$ cat src/rtl/wordle_pkg.sv
// Shared encodings for the keypad front end of the Wordle design:
// scan/debounce state types, scan result type and the keypad key map.
package wordle_pkg;

    typedef enum logic [1:0] {
        SC_START,
        SC_DRIVE,
        SC_SETTLE,
        SC_SAMPLE
    } scan_state_t;

    typedef enum logic {
        DB_RELEASED,
        DB_PRESSED
    } db_state_t;

    typedef enum logic [1:0] {
        RES_NONE,
        RES_SINGLE,
        RES_MULTI
    } scan_result_t;

    // Nibble i holds the hex legend of the key at index i = col*4 + row.
    localparam logic [63:0] KEY_MAP = 64'hDCBA_E963_F852_0741;

    function automatic logic [3:0] key_hex(input logic [3:0] idx);
        return KEY_MAP[{idx, 2'b00} +: 4];
    endfunction

    function automatic logic [3:0] sat_inc(input logic [3:0] v);
        return (v == 4'hF) ? v : v + 4'd1;
    endfunction

endpackage

$ cat src/rtl/keypad_debounce.sv
// Press/release qualification of per-scan keypad results; emits a one-cycle
// key event, a held key_down level and the last accepted key code.
module keypad_debounce
    import wordle_pkg::*;
#(
    parameter int unsigned DEBOUNCE = 4
) (
    input  logic         segclk,
    input  logic         clr,
    input  logic         scan_done,
    input  scan_result_t res_type,
    input  logic [3:0]   res_key,
    output logic [3:0]   key_code,
    output logic         key_valid,
    output logic         key_down
);

    localparam logic [3:0] TARGET = 4'(DEBOUNCE);

    db_state_t  state, state_n;
    logic [3:0] cand, cand_n;
    logic [3:0] cnt, cnt_n;
    logic [3:0] rcnt, rcnt_n;
    logic [3:0] code_n;
    logic       valid_n;
    logic       down_n;

    always_ff @(posedge segclk) begin
        if (clr) begin
            state     <= DB_RELEASED;
            cand      <= '0;
            cnt       <= '0;
            rcnt      <= '0;
            key_code  <= '0;
            key_valid <= 1'b0;
            key_down  <= 1'b0;
        end else begin
            state     <= state_n;
            cand      <= cand_n;
            cnt       <= cnt_n;
            rcnt      <= rcnt_n;
            key_code  <= code_n;
            key_valid <= valid_n;
            key_down  <= down_n;
        end
    end

    always_comb begin
        state_n = state;
        cand_n  = cand;
        cnt_n   = cnt;
        rcnt_n  = rcnt;
        code_n  = key_code;
        valid_n = 1'b0;
        down_n  = key_down;
        if (scan_done) begin
            case (state)
                DB_RELEASED: begin
                    if (res_type == RES_SINGLE) begin
                        cand_n = res_key;
                        cnt_n  = (res_key == cand) ? sat_inc(cnt) : 4'd1;
                        if (cnt_n >= TARGET) begin
                            state_n = DB_PRESSED;
                            code_n  = res_key;
                            down_n  = 1'b1;
                            valid_n = 1'b1;
                            rcnt_n  = '0;
                        end
                    end else begin
                        cnt_n = '0;
                    end
                end
                DB_PRESSED: begin
                    // Any key activity, even a different key, holds off release.
                    if (res_type == RES_NONE) begin
                        rcnt_n = sat_inc(rcnt);
                        if (rcnt_n >= TARGET) begin
                            state_n = DB_RELEASED;
                            down_n  = 1'b0;
                            cnt_n   = '0;
                            rcnt_n  = '0;
                        end
                    end else begin
                        rcnt_n = '0;
                    end
                end
                default: state_n = DB_RELEASED;
            endcase
        end
    end

endmodule

$ cat src/rtl/keypad_scan.sv
// 4x4 keypad column scanner: strobes one active-low column at a time on the
// display scan clock, classifies each full scan and hands it to the debouncer.
module keypad_scan
    import wordle_pkg::*;
#(
    parameter int unsigned DEBOUNCE = 4
) (
    input  logic       segclk,
    input  logic       clr,
    input  logic [3:0] row,
    output logic [3:0] col,
    output logic [3:0] key_code,
    output logic       key_valid,
    output logic       key_down
);

    scan_state_t  state, state_n;
    logic [1:0]   idx, idx_n;
    logic [3:0]   col_n;
    logic [3:0]   row_m, row_s;
    logic [3:0]   acc_cnt, acc_cnt_n;
    logic [3:0]   acc_key, acc_key_n;

    logic [3:0]   hit;
    logic [2:0]   col_hits;
    logic [1:0]   first_r;
    logic [4:0]   total_w;
    logic [3:0]   total;
    logic [3:0]   first_key;
    logic         scan_done;
    scan_result_t res_type;

    always_ff @(posedge segclk) begin
        if (clr) begin
            state   <= SC_START;
            idx     <= '0;
            col     <= '1;
            row_m   <= '1;
            row_s   <= '1;
            acc_cnt <= '0;
            acc_key <= '0;
        end else begin
            state   <= state_n;
            idx     <= idx_n;
            col     <= col_n;
            row_m   <= row;
            row_s   <= row_m;
            acc_cnt <= acc_cnt_n;
            acc_key <= acc_key_n;
        end
    end

    assign hit      = ~row_s;
    assign col_hits = {2'b00, hit[0]} + {2'b00, hit[1]} + {2'b00, hit[2]} + {2'b00, hit[3]};

    always_comb begin
        if (hit[0])      first_r = 2'd0;
        else if (hit[1]) first_r = 2'd1;
        else if (hit[2]) first_r = 2'd2;
        else             first_r = 2'd3;
    end

    // Running total including the column being sampled right now, so the
    // scan result is ready during SAMPLE of column 3 without an extra cycle.
    assign total_w   = {1'b0, acc_cnt} + {2'b00, col_hits};
    assign total     = (total_w > 5'd15) ? 4'hF : total_w[3:0];
    assign first_key = (acc_cnt != '0) ? acc_key : key_hex({idx, first_r});
    assign scan_done = (state == SC_SAMPLE) && (idx == 2'd3);

    always_comb begin
        if (total == '0)        res_type = RES_NONE;
        else if (total == 4'd1) res_type = RES_SINGLE;
        else                    res_type = RES_MULTI;
    end

    always_comb begin
        state_n   = state;
        idx_n     = idx;
        col_n     = col;
        acc_cnt_n = acc_cnt;
        acc_key_n = acc_key;
        case (state)
            SC_START: begin
                state_n   = SC_DRIVE;
                idx_n     = '0;
                col_n     = 4'b1110;
                acc_cnt_n = '0;
                acc_key_n = '0;
            end
            SC_DRIVE:  state_n = SC_SETTLE;
            SC_SETTLE: state_n = SC_SAMPLE;
            SC_SAMPLE: begin
                state_n = SC_DRIVE;
                idx_n   = idx + 2'd1;
                col_n   = {col[2:0], col[3]};
                if (idx == 2'd3) begin
                    acc_cnt_n = '0;
                    acc_key_n = '0;
                end else begin
                    acc_cnt_n = total;
                    acc_key_n = first_key;
                end
            end
            default: state_n = SC_START;
        endcase
    end

    keypad_debounce #(
        .DEBOUNCE(DEBOUNCE)
    ) u_debounce (
        .segclk   (segclk),
        .clr      (clr),
        .scan_done(scan_done),
        .res_type (res_type),
        .res_key  (first_key),
        .key_code (key_code),
        .key_valid(key_valid),
        .key_down (key_down)
    );

endmodule
$ cat config.mk
export PLATFORM = sky130hd
export DESIGN_NAME = keypad_scan
export DESIGN_NICKNAME = d
export VERILOG_FILES = /design/src/rtl/wordle_pkg.sv /design/src/rtl/keypad_debounce.sv /design/src/rtl/keypad_scan.sv
export SDC_FILE = /design/constraint.sdc
export NUM_CORES = 1
export LEC_CHECK = 0
export CORE_UTILIZATION = 52
export DETAILED_ROUTE_END_ITERATION = 6
export PLACE_DENSITY = 0.86
export SLEW_MARGIN = 20
export SYNTH_ARGS = -nofsm -noshare
export SYNTH_HDL_FRONTEND = slang
export SYNTH_SLANG_ARGS = --single-unit
export TNS_END_PERCENT = 1
$ cat constraint.sdc
create_clock -name segclk -period 3.9 [get_ports segclk]
set_clock_uncertainty 0.2 [all_clocks]
set_input_delay 0.78 -clock segclk [delete_from_list [all_inputs] [get_ports segclk]]
set_output_delay 0.78 -clock segclk [all_outputs]
set_load 0.01 [all_outputs]
==> run summary <==
Dominant combinational cell family by area after synthesis = simple AND/OR/NAND/NOR gates
Router iterations before antenna repair = 4
Multiplexer share of the synthesized area = 0.0279
Via count of the first global-routing pass = 1587
Min-Delay Path Class = reg -> reg
Final Max Tran Viols = 0
Total internal power = 0.000624 W
Hold Fails Final Rpt = 0
Horiz. Die Dim = 66.3 um
Total half-perimeter wirelength after legalization and detailed placement = 3.07 mm
Num rows = 23
Mapped Area = 2150 um2
Die Ht = 66.3 um
Kind of end point of the critical path = flop
Crit path buffers/inverters = 2
Part of the power in combinational logic = 0.141
Total congestion overflow = 0
Cell mode on critical path = sky130_fd_sc_hd__fa_1
Delay contributed by the slowest stage of the critical path = 0.67 ns
Count of cells resized by post-cts repair = 0
Leading cell types in the layout, fill and taps excluded = sky130_fd_sc_hd__dfxtp_1, sky130_fd_sc_hd__nand2_1, sky130_fd_sc_hd__a21oi_1, sky130_fd_sc_hd__clkdlybuf4s50_1, sky130_fd_sc_hd__nor2_1
Setup WS pre-CTS = 0.238 ns
Final setup violation count = 0
Post-synth top area share = 0.400
Post-synth top area cell = sky130_fd_sc_hd__dfxtp_1
Register area share after synthesis = 0.400
Number of nets produced by synthesis = 256
Antenna violations before repair = 0
Critical path type = reg -> reg
Share of post-route cells with drive strength above 1 = 0.136
Total length of routed wires = 4.25 mm
DRT iter0 DRCs = 50
Net Switching = 0.000241 W
Data arrival, critical path = 3.67 ns
Status = finished, final reports clean
Sinks on the clock net = 43
Most common cell after layout, fill and taps aside = sky130_fd_sc_hd__dfxtp_1
Share of total power consumed by net switching = 0.278
Post-CTS Hold Buffers = 0
Wire length of the first global-routing pass = 7.09 mm
Leakage dissipation = 1.00 nW
Effective utilization at floorplan = 0.541
Synth-to-layout area growth = 14.0%
Via total after detailed routing = 1765
XOR/XNOR Fraction of Synth Area = 0.0320
Number of cells produced by synthesis = 240
Per-cell via count in the routed design = 5.73
Core area = 3970 um2
Leading post-synthesis cells by cell area = sky130_fd_sc_hd__dfxtp_1, sky130_fd_sc_hd__nand2_1, sky130_fd_sc_hd__ha_1, sky130_fd_sc_hd__a21oi_1, sky130_fd_sc_hd__or2_2
GRT Util Overall = 0.216
Post-synth EDFFs = 0
Cell class contributing the biggest share of worst-path delay = adder cells
Async set-or-reset flop fraction in the synthesized netlist = 0
Number of diodes = 0
Clock-pin transition on the worst setup and hold timing paths = 0.08 ns
Boundary pin count = 16
Floorplan die area = 4400 um2
Final nets = 273
Setup Total Neg Slack = 0 ns
Flop pwr share = 0.534
Post-synthesis adder-cell area fraction = 0.0687
Simple-gate share of the synthesized area = 0.225
Source-to-sink clock delay at the later pin of the worst-skew pair = 0.30 ns
Buffer type at the clock tree root = sky130_fd_sc_hd__clkbuf_8
DRC errors left = 0
Post-synthesis compound-gate area fraction = 0.202
Setup bufs post-CTS = 0
Number of buffer cells added on primary ports = 15
Post-synthesis average cell area = 8.96 um2
Most used DFF post-synth = sky130_fd_sc_hd__dfxtp_1
Max stage delay cell, worst path = sky130_fd_sc_hd__or4b_2
Number of maximum-capacitance constraint violations = 0
Final routed wire length divided by cell count = 13.8 um
Worst ir drop on vdd = 0.327 mV
Setup slack of the critical path after layout = 0.269 ns
Startpoint types = flop
TritonCTS clock tree = done
Maximum frequency from static timing analysis = 275 MHz
Worst Path Max Fanout = 7
Synth Warn # = 0
Critical path, cell by cell = inv_1 > fa_1 > inv_1 > fa_1 > fa_1 > or2_2 > o21ai_0 > nand2_1 > or4b_2 > nor3_1 > a31oi_1 > o21ai_1
Shortest period the worst path allows = 3.63 ns
Number of storage elements in the synthesis netlist = 43
Unrepaired setup endpoints after global routing = no
H-tree level count = 2
Final worst path period share = 0.931
Worst EP required = 3.94 ns
Power per Cell Area = 353 nW/um2
Routability congestion estimate from global placement = 0.874
Clock network power share = 0.325
Post-synthesis cell type count = 52
Post-route ant nets = 0
Cts bufs inserted = 5
Actual transition at the worst max-transition pin = 0.690 ns
Max clock buf depth = 2
Worst relative slew slack = 0.536
Maximum number of pins on one net before global-route repair = 23
## cell usage after synthesis (2+ instances only)
library cell and n:
sky130_fd_sc_hd__o32ai_1 2, sky130_fd_sc_hd__o21ai_0 7, sky130_fd_sc_hd__nand4b_1 2, sky130_fd_sc_hd__nand4_1 2, sky130_fd_sc_hd__clkbuf_1 9, sky130_fd_sc_hd__or2_2 10
sky130_fd_sc_hd__nand2_1 28, sky130_fd_sc_hd__o21ai_1 3, sky130_fd_sc_hd__ha_1 7, sky130_fd_sc_hd__a21o_1 2, sky130_fd_sc_hd__a21boi_1 2, sky130_fd_sc_hd__mux2i_1 6
sky130_fd_sc_hd__fa_1 3, sky130_fd_sc_hd__a211oi_1 2, sky130_fd_sc_hd__nand3_1 10, sky130_fd_sc_hd__xnor2_1 2, sky130_fd_sc_hd__a21oi_1 16, sky130_fd_sc_hd__nor2_1 13
sky130_fd_sc_hd__nand2b_1 7, sky130_fd_sc_hd__nor3_1 3, sky130_fd_sc_hd__a41o_1 4, sky130_fd_sc_hd__xor2_1 4, sky130_fd_sc_hd__nand3b_1 5, sky130_fd_sc_hd__dfxtp_1 43
sky130_fd_sc_hd__inv_1 11, sky130_fd_sc_hd__a22o_1 6, sky130_fd_sc_hd__a31o_2 3, sky130_fd_sc_hd__a31oi_1 3, sky130_fd_sc_hd__nor4_1 2
## final timing paths
kind,from,endpoint,slack [ns],cells after the start
worst max-delay path,acc_cnt[0],u_debounce.rcnt[0],0.27,12
worst max register to register,acc_cnt[0],u_debounce.rcnt[0],0.27,12
worst min register to register,row_m[3],row_s[3],0.21,1
worst min-delay path,row_m[3],row_s[3],0.21,1
## worst reg2reg max path, stage by stage, from the launching register on
cell and delay (ns):
sky130_fd_sc_hd__dfxtp_1 0.38, sky130_fd_sc_hd__inv_1 0.07, sky130_fd_sc_hd__fa_1 0.50, sky130_fd_sc_hd__inv_1 0.05, sky130_fd_sc_hd__fa_1 0.40, sky130_fd_sc_hd__fa_1 0.47, sky130_fd_sc_hd__or2_2 0.30, sky130_fd_sc_hd__o21ai_0 0.10
sky130_fd_sc_hd__nand2_1 0.12, sky130_fd_sc_hd__or4b_2 0.67, sky130_fd_sc_hd__nor3_1 0.16, sky130_fd_sc_hd__a31oi_1 0.06, sky130_fd_sc_hd__o21ai_1 0.09
## state kept, by name, indices dropped and copies added (netlist names), 4 cells and up
signal,flops
row_s,4
u_debounce.rcnt,4
row_m,4
u_debounce.cnt,4
acc_cnt,4
u_debounce.cand,4
u_debounce.key_code,4
col,4
acc_key,4
## through the flow
| stage | hold slack (ns) | std cells | total power (W) | util | cell area [um2] |
|---|---|---|---|---|---|
| after global placement | 0.192 | 298 | 0.000590 | 0.590 | 2340 |
| after global routing | 0.238 | 308 | 0.000912 | 0.617 | 2450 |
| after detailed placement | 0.194 | 298 | 0.000594 | 0.590 | 2340 |
| after floorplan | 0.189 | 240 | 0.000559 | - | 2150 |
| after CTS | 0.214 | 306 | 0.000874 | 0.612 | 2430 |
| final | 0.212 | 308 | 0.000865 | 0.617 | 2450 |
## final cells by class
| class | instances | area (um2) |
|---|---|---|
| well taps | 50 | 62.6 |
| flip-flops and latches | 43 | 861 |
| multi-input cells | 174 | 1200 |
| clock buffers | 5 | 68.8 |
| fillers | 337 | 1520 |
| inverters | 12 | 45.0 |
| clock inverters | 3 | 20.0 |
| repair buffers | 21 | 195 |
## per-layer routing
layer,vias up,track usage,share of wire
li1,888,-,-
met1,855,0.271,0.46
met2,17,0.356,0.51
met3,5,0.0517,0.020
met4,0,0.0798,0.011
met5,-,0,0
## power groups by stage
stage / clock network [W] / registers [W] / logic (W)
3_3_place_gp: 0 / 0.000472 / 0.000117
5_1_grt: 0.000310 / 0.000465 / 0.000137
6_report: 0.000281 / 0.000462 / 0.000122
2_1_floorplan: 0 / 0.000471 / 0.0000875
4_1_cts: 0.000290 / 0.000463 / 0.000121
3_5_place_dp: 0 / 0.000473 / 0.000121
## cells by family (layout without fill, tap and decap cells)
kind of cell | after synthesis | in the layout
AOI/OAI and AO/OA | 61 | 61
DFF | 43 | 43
adders and majority gates | 10 | 10
xor gates and xnor gates | 7 | 7
and+or+nand+nor | 90 | 90
muxes | 6 | 6
buffers and inverters | 23 | 41
No activity file was read; power rests on OpenSTA's default activity.
